$ cat src/rtl/conv_layer_sched.sv
//============================================================================
// conv_layer_sched
//
// Top-level sequencer for the binarised CNN convolution datapath. Each conv
// layer runs in three phases:
//   LOAD_W : weight words are handed to the N_CH conv channels one channel at
//            a time (WLEN words per channel, selected by one-hot weight_en).
//   STREAM : IN_LEN input pixels are broadcast to all channels.
//   WAIT   : the scheduler waits until every channel has reported completion.
// After N_LAYERS layers a one-cycle done pulse is issued to the FC stage.
// The block also owns the shared feature-map write port (fmap_we/fmap_waddr)
// and flags any write attempted beyond the end of the feature map (ovf).
//
// Ports:
//   clk         system clock
//   rstn        asynchronous active-low reset
//   start       begin an inference (only honoured while idle)
//   w_valid     weight word valid          w_ready    weight word accepted
//   weight_en   one-hot channel select for the current weight word
//   din_valid   input pixel valid          din_ready  input pixel accepted
//   conv_start  one-cycle pulse on every entry to the streaming phase
//   ovalid      per-channel result valid (only bit 0 is used)
//   conv_done   per-channel completion, pulse or level
//   fmap_we     feature-map write enable (combinational from ovalid[0])
//   fmap_waddr  feature-map write address
//   layer_idx   layer currently being processed
//   busy        high whenever the scheduler is not idle
//   done        one-cycle pulse when the inference completes
//   ovf         sticky flag: a write was attempted past the last entry
//============================================================================
module conv_layer_sched #(
  parameter int N_CH     = 6,
  parameter int WLEN     = 9,
  parameter int IN_LEN   = 784,
  parameter int FMAP_LEN = 144,
  parameter int N_LAYERS = 2,
  parameter int LAYER_W  = (N_LAYERS > 1) ? $clog2(N_LAYERS) : 1
) (
  input  logic               clk,
  input  logic               rstn,
  input  logic               start,
  input  logic               w_valid,
  output logic               w_ready,
  output logic [N_CH-1:0]    weight_en,
  input  logic               din_valid,
  output logic               din_ready,
  output logic               conv_start,
  input  logic [N_CH-1:0]    ovalid,
  input  logic [N_CH-1:0]    conv_done,
  output logic               fmap_we,
  output logic [7:0]         fmap_waddr,
  output logic [LAYER_W-1:0] layer_idx,
  output logic               busy,
  output logic               done,
  output logic               ovf
);

  localparam int CH_W  = $clog2(N_CH);
  localparam int WC_W  = $clog2(WLEN);
  localparam int PIX_W = $clog2(IN_LEN + 1);

  typedef enum logic [2:0] {
    IDLE   = 3'd0,
    LOAD_W = 3'd1,
    STREAM = 3'd2,
    WAIT   = 3'd3,
    FIN    = 3'd4
  } state_t;

  state_t            state;
  logic [CH_W-1:0]   ch_cnt;
  logic [WC_W-1:0]   w_cnt;
  logic [PIX_W-1:0]  pix_cnt;
  logic [N_CH-1:0]   done_mask;
  logic              fmap_sat;

  logic              w_hs;
  logic              d_hs;
  logic              in_conv;
  logic              ovalid_hit;
  logic [N_CH-1:0]   mask_next;
  logic              layer_end;
  logic              ovalid_hi_unused;

  // Handshakes use the registered ready outputs, so a transfer is exactly
  // what the upstream source sees as valid&ready.
  assign w_hs = w_valid & w_ready;
  assign d_hs = din_valid & din_ready;

  // Channel results can only arrive while a layer is streaming or draining.
  assign in_conv    = (state == STREAM) || (state == WAIT);
  assign ovalid_hit = in_conv & ovalid[0];

  // The current cycle's conv_done is folded in before the all-ones test, so a
  // final completion pulse ends the layer on the same edge it is seen.
  assign mask_next = done_mask | conv_done;
  assign layer_end = (state == WAIT) && (&mask_next);

  // All channels raise ovalid together; bit 0 stands in for the group.
  assign ovalid_hi_unused = ^ovalid[N_CH-1:1];

  // Once the last entry has been written the address is frozen and further
  // results are dropped instead of overwriting entry FMAP_LEN-1.
  assign fmap_we = ovalid_hit & ~fmap_sat;

  // Main sequencer. Every handshake/status output is registered together
  // with the state so the outputs always describe the state being occupied.
  always_ff @(posedge clk or negedge rstn) begin
    if (!rstn) begin
      state      <= IDLE;
      w_ready    <= 1'b0;
      weight_en  <= '0;
      din_ready  <= 1'b0;
      conv_start <= 1'b0;
      busy       <= 1'b0;
      done       <= 1'b0;
      layer_idx  <= '0;
      ch_cnt     <= '0;
      w_cnt      <= '0;
      pix_cnt    <= '0;
    end else begin
      conv_start <= 1'b0;
      done       <= 1'b0;
      case (state)
        IDLE: begin
          if (start) begin
            state     <= LOAD_W;
            busy      <= 1'b1;
            w_ready   <= 1'b1;
            weight_en <= N_CH'(1);
            layer_idx <= '0;
            ch_cnt    <= '0;
            w_cnt     <= '0;
            pix_cnt   <= '0;
          end
        end

        LOAD_W: begin
          if (w_hs) begin
            if (w_cnt == WC_W'(WLEN - 1)) begin
              w_cnt <= '0;
              if (ch_cnt == CH_W'(N_CH - 1)) begin
                ch_cnt     <= '0;
                state      <= STREAM;
                w_ready    <= 1'b0;
                weight_en  <= '0;
                din_ready  <= 1'b1;
                conv_start <= 1'b1;
              end else begin
                ch_cnt    <= ch_cnt + 1'b1;
                weight_en <= weight_en << 1;
              end
            end else begin
              w_cnt <= w_cnt + 1'b1;
            end
          end
        end

        STREAM: begin
          if (d_hs) begin
            pix_cnt <= pix_cnt + 1'b1;
            if (pix_cnt == PIX_W'(IN_LEN - 1)) begin
              state     <= WAIT;
              din_ready <= 1'b0;
            end
          end
        end

        WAIT: begin
          if (layer_end) begin
            pix_cnt <= '0;
            if (layer_idx == LAYER_W'(N_LAYERS - 1)) begin
              state <= FIN;
              done  <= 1'b1;
            end else begin
              layer_idx <= layer_idx + 1'b1;
              state     <= LOAD_W;
              w_ready   <= 1'b1;
              weight_en <= N_CH'(1);
            end
          end
        end

        FIN: begin
          state <= IDLE;
          busy  <= 1'b0;
        end

        default: begin
          state     <= IDLE;
          busy      <= 1'b0;
          w_ready   <= 1'b0;
          weight_en <= '0;
          din_ready <= 1'b0;
        end
      endcase
    end
  end

  // Completion mask. Channels may report with a single-cycle pulse that can
  // arrive as early as the last pixel, so bits are accumulated through both
  // STREAM and WAIT and only cleared once the whole layer has finished.
  always_ff @(posedge clk or negedge rstn) begin
    if (!rstn) begin
      done_mask <= '0;
    end else if (layer_end) begin
      done_mask <= '0;
    end else if (in_conv) begin
      done_mask <= mask_next;
    end
  end

  // Feature-map address generation. The address advances after each write
  // and sticks at the last entry; a result arriving while stuck raises ovf,
  // which stays set until the next inference is started.
  always_ff @(posedge clk or negedge rstn) begin
    if (!rstn) begin
      fmap_waddr <= '0;
      fmap_sat   <= 1'b0;
      ovf        <= 1'b0;
    end else begin
      if ((state == IDLE) && start) begin
        ovf <= 1'b0;
      end else if (ovalid_hit && fmap_sat) begin
        ovf <= 1'b1;
      end

      if (layer_end) begin
        fmap_waddr <= '0;
        fmap_sat   <= 1'b0;
      end else if (ovalid_hit && !fmap_sat) begin
        if (fmap_waddr == 8'(FMAP_LEN - 1)) begin
          fmap_sat <= 1'b1;
        end else begin
          fmap_waddr <= fmap_waddr + 1'b1;
        end
      end
    end
  end

endmodule

$ cat config.mk
export PLATFORM = sky130hd
export DESIGN_NAME = conv_layer_sched
export DESIGN_NICKNAME = d
export VERILOG_FILES = /design/src/rtl/conv_layer_sched.sv
export SDC_FILE = /design/constraint.sdc
export NUM_CORES = 1
export LEC_CHECK = 0
export ABC_AREA = 1
export BUFFER_PORTS_ARGS = -buffer_cell sky130_fd_sc_hd__buf_4
export CAP_MARGIN = 20
export CORE_ASPECT_RATIO = 0.75
export CORE_MARGIN = 5
export CORE_UTILIZATION = 55
export CTS_CLUSTER_SIZE = 40
export DETAILED_ROUTE_END_ITERATION = 12
export PLACE_DENSITY = 0.79
export SLEW_MARGIN = 20
export SYNTH_ARGS = -nofsm -noshare
export SYNTH_HDL_FRONTEND = slang
export SYNTH_SLANG_ARGS = --single-unit
export TNS_END_PERCENT = 50
$ cat constraint.sdc
create_clock -name clk -period 2.2 [get_ports clk]
set_clock_uncertainty 0.1 [all_clocks]
set_input_delay 0.22 -clock clk [delete_from_list [all_inputs] [get_ports clk]]
set_output_delay 0.22 -clock clk [all_outputs]
set_load 0.05 [all_outputs]
-- Yosys cells after proc, flatten, opt, wreduce, memory -nomap -nowiden
Index checks and enable logic that the tools add are counted.
- word-level logic and storage cells: 139
- bits of input ports: 17
- register bits: 48
- output and inout bits: 22
- reduce and logical (&&, ||, !) cells: 29
- bitwise operators: 9
- equality and inequality tests: 17
- multiplexer cells: 64
- add/sub/neg operators: 5
- operators by type and width (cell ; number):
    $mux 6 ; 8
    $mux 3 ; 12
    $mux 10 ; 3
    $pmux 10 s3 ; 1
    $mux 1 ; 26
    $mux 8 ; 3
    $pmux 6 s4 ; 1
    $reduce_and 6->1 ; 3
    $ne 2x2->1 const B ; 8
    $reduce_and 7->1 ; 2
    $mux 4 ; 3
    $pmux 3 s4 ; 1
    $reduce_bool 2->1 ; 6
    $add 10x1->10 const B ; 1
    $eq 10x10->1 const B ; 1
    $add 8x1->8 const B ; 1
    $eq 8x8->1 const B ; 1
    $pmux 4 s2 ; 1
    $reduce_and 4->1 ; 2
    $eq 3x2->1 const B ; 2
    $eq 3x3->1 const B ; 2
    $or 6x6->6 ; 1
    $pmux 3 s2 ; 1
    $reduce_and 2->1 ; 3
    19 further kinds ; 31

-- Logic depth before layout (Yosys ltp)
- depth in word-level cells: 6
- depth in mapped cells: 10
- mapped depth without buffers: 10

-- Least setup slack after synthesis
No wires, ideal clock.
- path kind: register to register
- start point: register fmap_waddr[0]
- end point: register fmap_waddr[6]
- path buffers: 0
- cell stages (with the launch flop): 10
- setup time: 0.066 ns
- path slack: 0.368 ns
- data arrival time: 1.665 ns
- period minus slack after synthesis: 1.832 ns
- required time: 2.034 ns
- cell sequence: dfrtp_1 > ha_1 > nand2_1 > nor2_1 > nand4_1 > nand2_4 > nand2_1 > inv_1 > nand2_1 > nand2_1
- word-level cells in the longest chain between the ends: 4
- elaborated cells on any way between the ends: 7
- classes of those cells: add/sub (1); eq/ne (2); mux (3); reduce/logical (1)
- RTL lines (element ; RTL line ; source):
    start, declared ; 51 ; output logic [7:0] fmap_waddr,
    start signal, assigned ; 235 ; fmap_waddr <= fmap_waddr + 1'b1;
    $add 8x1->8 ; 235 ;
    $mux 8 ; 232 ; if (fmap_waddr == 8'(FMAP_LEN - 1)) begin
    $mux 8 ; 231 ; end else if (ovalid_hit && !fmap_sat) begin
    $mux 8 ; 228 ; if (layer_end) begin
Parallel ways exist; a longest one is shown, timed or not. The select of a mux whose other input is x is not followed.
A chain may end at the register's enable or synchronous reset.

-- Worst setup path in the final report
- start point: register state[1]
- end point: output port fmap_we
- word-level cells in the longest chain between the ends: 4
- elaborated cells on any way between the ends: 5
- classes of those cells: eq/ne (2); bitwise (2); reduce/logical (1)
- RTL lines (element ; RTL line ; source):
    start, declared ; 70 ; state_t state;
    start signal, assigned ; 110 ; state <= IDLE;
    start signal, assigned ; 127 ; state <= LOAD_W;
    start signal, assigned ; 144 ; state <= STREAM;
    $eq 3x2->1 ; 91 ; assign in_conv = (state == STREAM) || (state == WAIT);
    $logic_or 1x1->1 (*) ; 91 ;
    $and 1x1->1 (*) ; 92 ; assign ovalid_hit = in_conv & ovalid[0];
    $and 1x1->1 (*) ; 104 ; assign fmap_we = ovalid_hit & ~fmap_sat;
    end, declared ; 50 ; output logic fmap_we,
Mark *: on every way between the ends. The rest lies on a longest branch, timed or not.

==> qor.csv <==
metric,value,unit
port bufs,33,
DP Area,0.00299,mm2
Critical Path Source Type,flip-flop,
largest net degree at the start of global routing,49,
"slowest stage delay, CP",0.47,ns
DR vias,2263,
DRT antenna net count,0,
vias per cell,5.12,
relative slew slack,60.6,%
R2R setup slack,0.40,ns
"most used cell, CP",nor2_4,
ys flop type,dfrtp_1,
RSZ-0062 raised after global routing,no,
hold crit path type,in2reg,
final core occ,64.2,%
clk sink count,48,
sequential share of power,33.5,%
"commonest non-fill, non-tap cells in the layout","104 x nand2_1, 48 x dfrtp_1, 41 x inv_1",
die area,0.00641,mm2
Tot GR Track Use,17.1,%
#FFs+latches synth,48,
Die Wd,90.8,um
clk slew on worst S/H paths,0.09,ns
fin crit period,1.84,ns
footprint of the multi-input gates,0.00127,mm2
routed length per instance,12.1,um
status,finished clean,
antenna fix cells,0,
Final Cycle Share,83.7,%
CP required,1.88,ns
first-pass GRT wire length,9260,um
register area share after synthesis,44.6,%
initial DRC count,113,
fillers,426,
HPWL Detailed,3930,um
Max-Cap Viols,0,
met1 usage,24.5,%
io pins,39,
Fin. Hold Viols,0,
Power Dens Cells,1300,mW/mm2
NetSw,2.01,mW
critical path data arrival time,1.52,ns
cell total after placement,433,
CP Cell Sequence,inv_2 > nor2_4 > nand2_4 > nor2_4 > buf_4,
Core Region,0.00482,mm2
final setup fails,0,
fmax,543,MHz
worst setup margin,0.359,ns
final WL,5370,um
"most common cell after layout, fill and taps aside",nand2_1,
yosys warns,0,
Non-Filler Instances,442,
die height,70.6,um
GR peak layer,met2,
Slew Limit Fails,0,
initial antenna violation count,0,
post-route cell area,0.00309,mm2
Buf/Inv on CP,2,
"EDFF count, synth",0,
sw frac,50.1,%
Avg Inst Size Synth,7.87,um2
family with the most delay on the worst path,flip-flops,
Clock Latency Late Sink,0.30,ns
vias in the first global route,2068,
Congestion Overflow GR,0,
Yosys cell types,29,
CTS root buffer,clkbuf_8,
M2 GR Usage,26.0,%
clock tree from TritonCTS,yes,
Tightest Pin Transition,0.591,ns
TritonCTS buffer count,5,
crit path max-delay cell type,dfrtp_1,
Post CTS Setup Buffer Count,0,
layout net count,402,
peak supply drop,0.722,mV
final hold slack,0.0478,ns
Post-Syn Instances,342,
Clk pwr share,13.4,%
Seq. cell area,0.00120,mm2
grt met3 use,4.04,%
DRC Markers,0,
share of post-route cells with drive strength above 1,22.0,%
Comb pwr share,53.1,%
Area Overhead vs Synth,14.9,%
Setup Slack @ Placement,0.412,ns
syn_nets,363,
total power,4.01,mW
Initial Utilization,55.9,%
Internal,2.00,mW
crit end category,output pin,
Synth Cell Area,0.00269,mm2
Longest Clk Path Bufs,2,
Rows,22,
Lkg Pwr,1.58,nW
final setup TNS,0,ns
Routability Congestion,0.911,
CP max FO,7,
async set-or-reset flop fraction in the synthesized netlist,100,%
drt first pass iters,4,
H-tree lvl count,2,
critical path type,reg2out,
## cells by family after synthesis
| logic type | share of synthesized area (%) |
|---|---|
| and+or+nand+nor | 31.8 |
| buffers and inverters | 8.23 |
| AOI/OAI and AO/OA | 11.8 |
| DFF | 44.6 |
| xor gates and xnor gates | 1.63 |
| adders and majority gates | 1.86 |
## tightest hold or removal path: cells and delay by family
family	cells	cell delay, ns
buf+inv	1	0.09
simple gates	2	0.11
## power groups by stage
stage / Combinational, mW / Clock (mW) / Sequential (mW)
detailed placement: 2.12 / 0 / 1.36
floorplan: 1.29 / 0 / 1.74
finish: 2.13 / 0.537 / 1.34
global route: 2.35 / 0.591 / 1.38
global placement: 2.08 / 0 / 1.35
CTS: 2.14 / 0.555 / 1.34
## repair_timing
action / 4_1_cts / 5_1_grt
endpoints found under the setup margin: 0 / 0
hold buffers: 1 / 0
hold endpoints to repair: 48 / 0
resized for setup: 0 / 0
## path summary, 6_finish.rpt
check                                         start                        to  cells past startpoint
setup / recovery               state[1]$_DFFE_PN0P_                   fmap_we                      5
max in group asynchronous                      rstn      state[1]$_DFFE_PN0P_                      2
min in group asynchronous                      rstn    pix_cnt[4]$_DFFE_PN0P_                      2
hold reg to reg            weight_en[5]$_DFFE_PN0P_  weight_en[5]$_DFFE_PN0P_                      2
hold / removal                                start          busy$_DFFE_PN0P_                      3
setup reg to reg             pix_cnt[0]$_DFFE_PN0P_      state[0]$_DFFE_PN0P_                     10
## registers in the layout, indices dropped and copies added (netlist names), 3 cells and up
signal	cells
state	3
ch_cnt	3
fmap_waddr	8
weight_en	6
pix_cnt	10
done_mask	6
w_cnt	4
## layer usage
layer  part of all wire [%]  vias to the layer above
li1                       -                     1165
met1                     50                     1053
met2                     45                       38
met3                    4.1                        7
met4                    1.3                        0
met5                      0                        -
## layout make-up
type | instances | area share [%]
clock buffer | 8 | 2.91
inverter | 45 | 5.50
multi-input combinational | 243 | 41.0
sequential | 48 | 38.8
tap | 60 | 2.43
timing repair buffer | 38 | 9.30
## synthesized netlist by cell type (2+ instances only)
cell	count	area share (%)
a21oi_1	10	1.9
a21oi_2	3	0.98
buf_2	2	0.37
buf_6	3	1.3
dfrtp_1	48	45
ha_1	4	1.9
inv_1	41	5.7
inv_2	3	0.42
nand2_1	104	15
nand2_2	3	0.70
nand2_4	3	1.3
nand3_1	21	3.9
nand3_2	3	1.1
nand3b_1	2	0.56
nand4_1	12	2.8
nor2_1	29	4.0
nor2_2	4	0.93
nor2_4	2	0.84
o21ai_0	14	2.6
o21ai_1	3	0.56
o21ai_2	17	5.5
xor2_1	4	1.3
(Power assumes the default switching activity.)
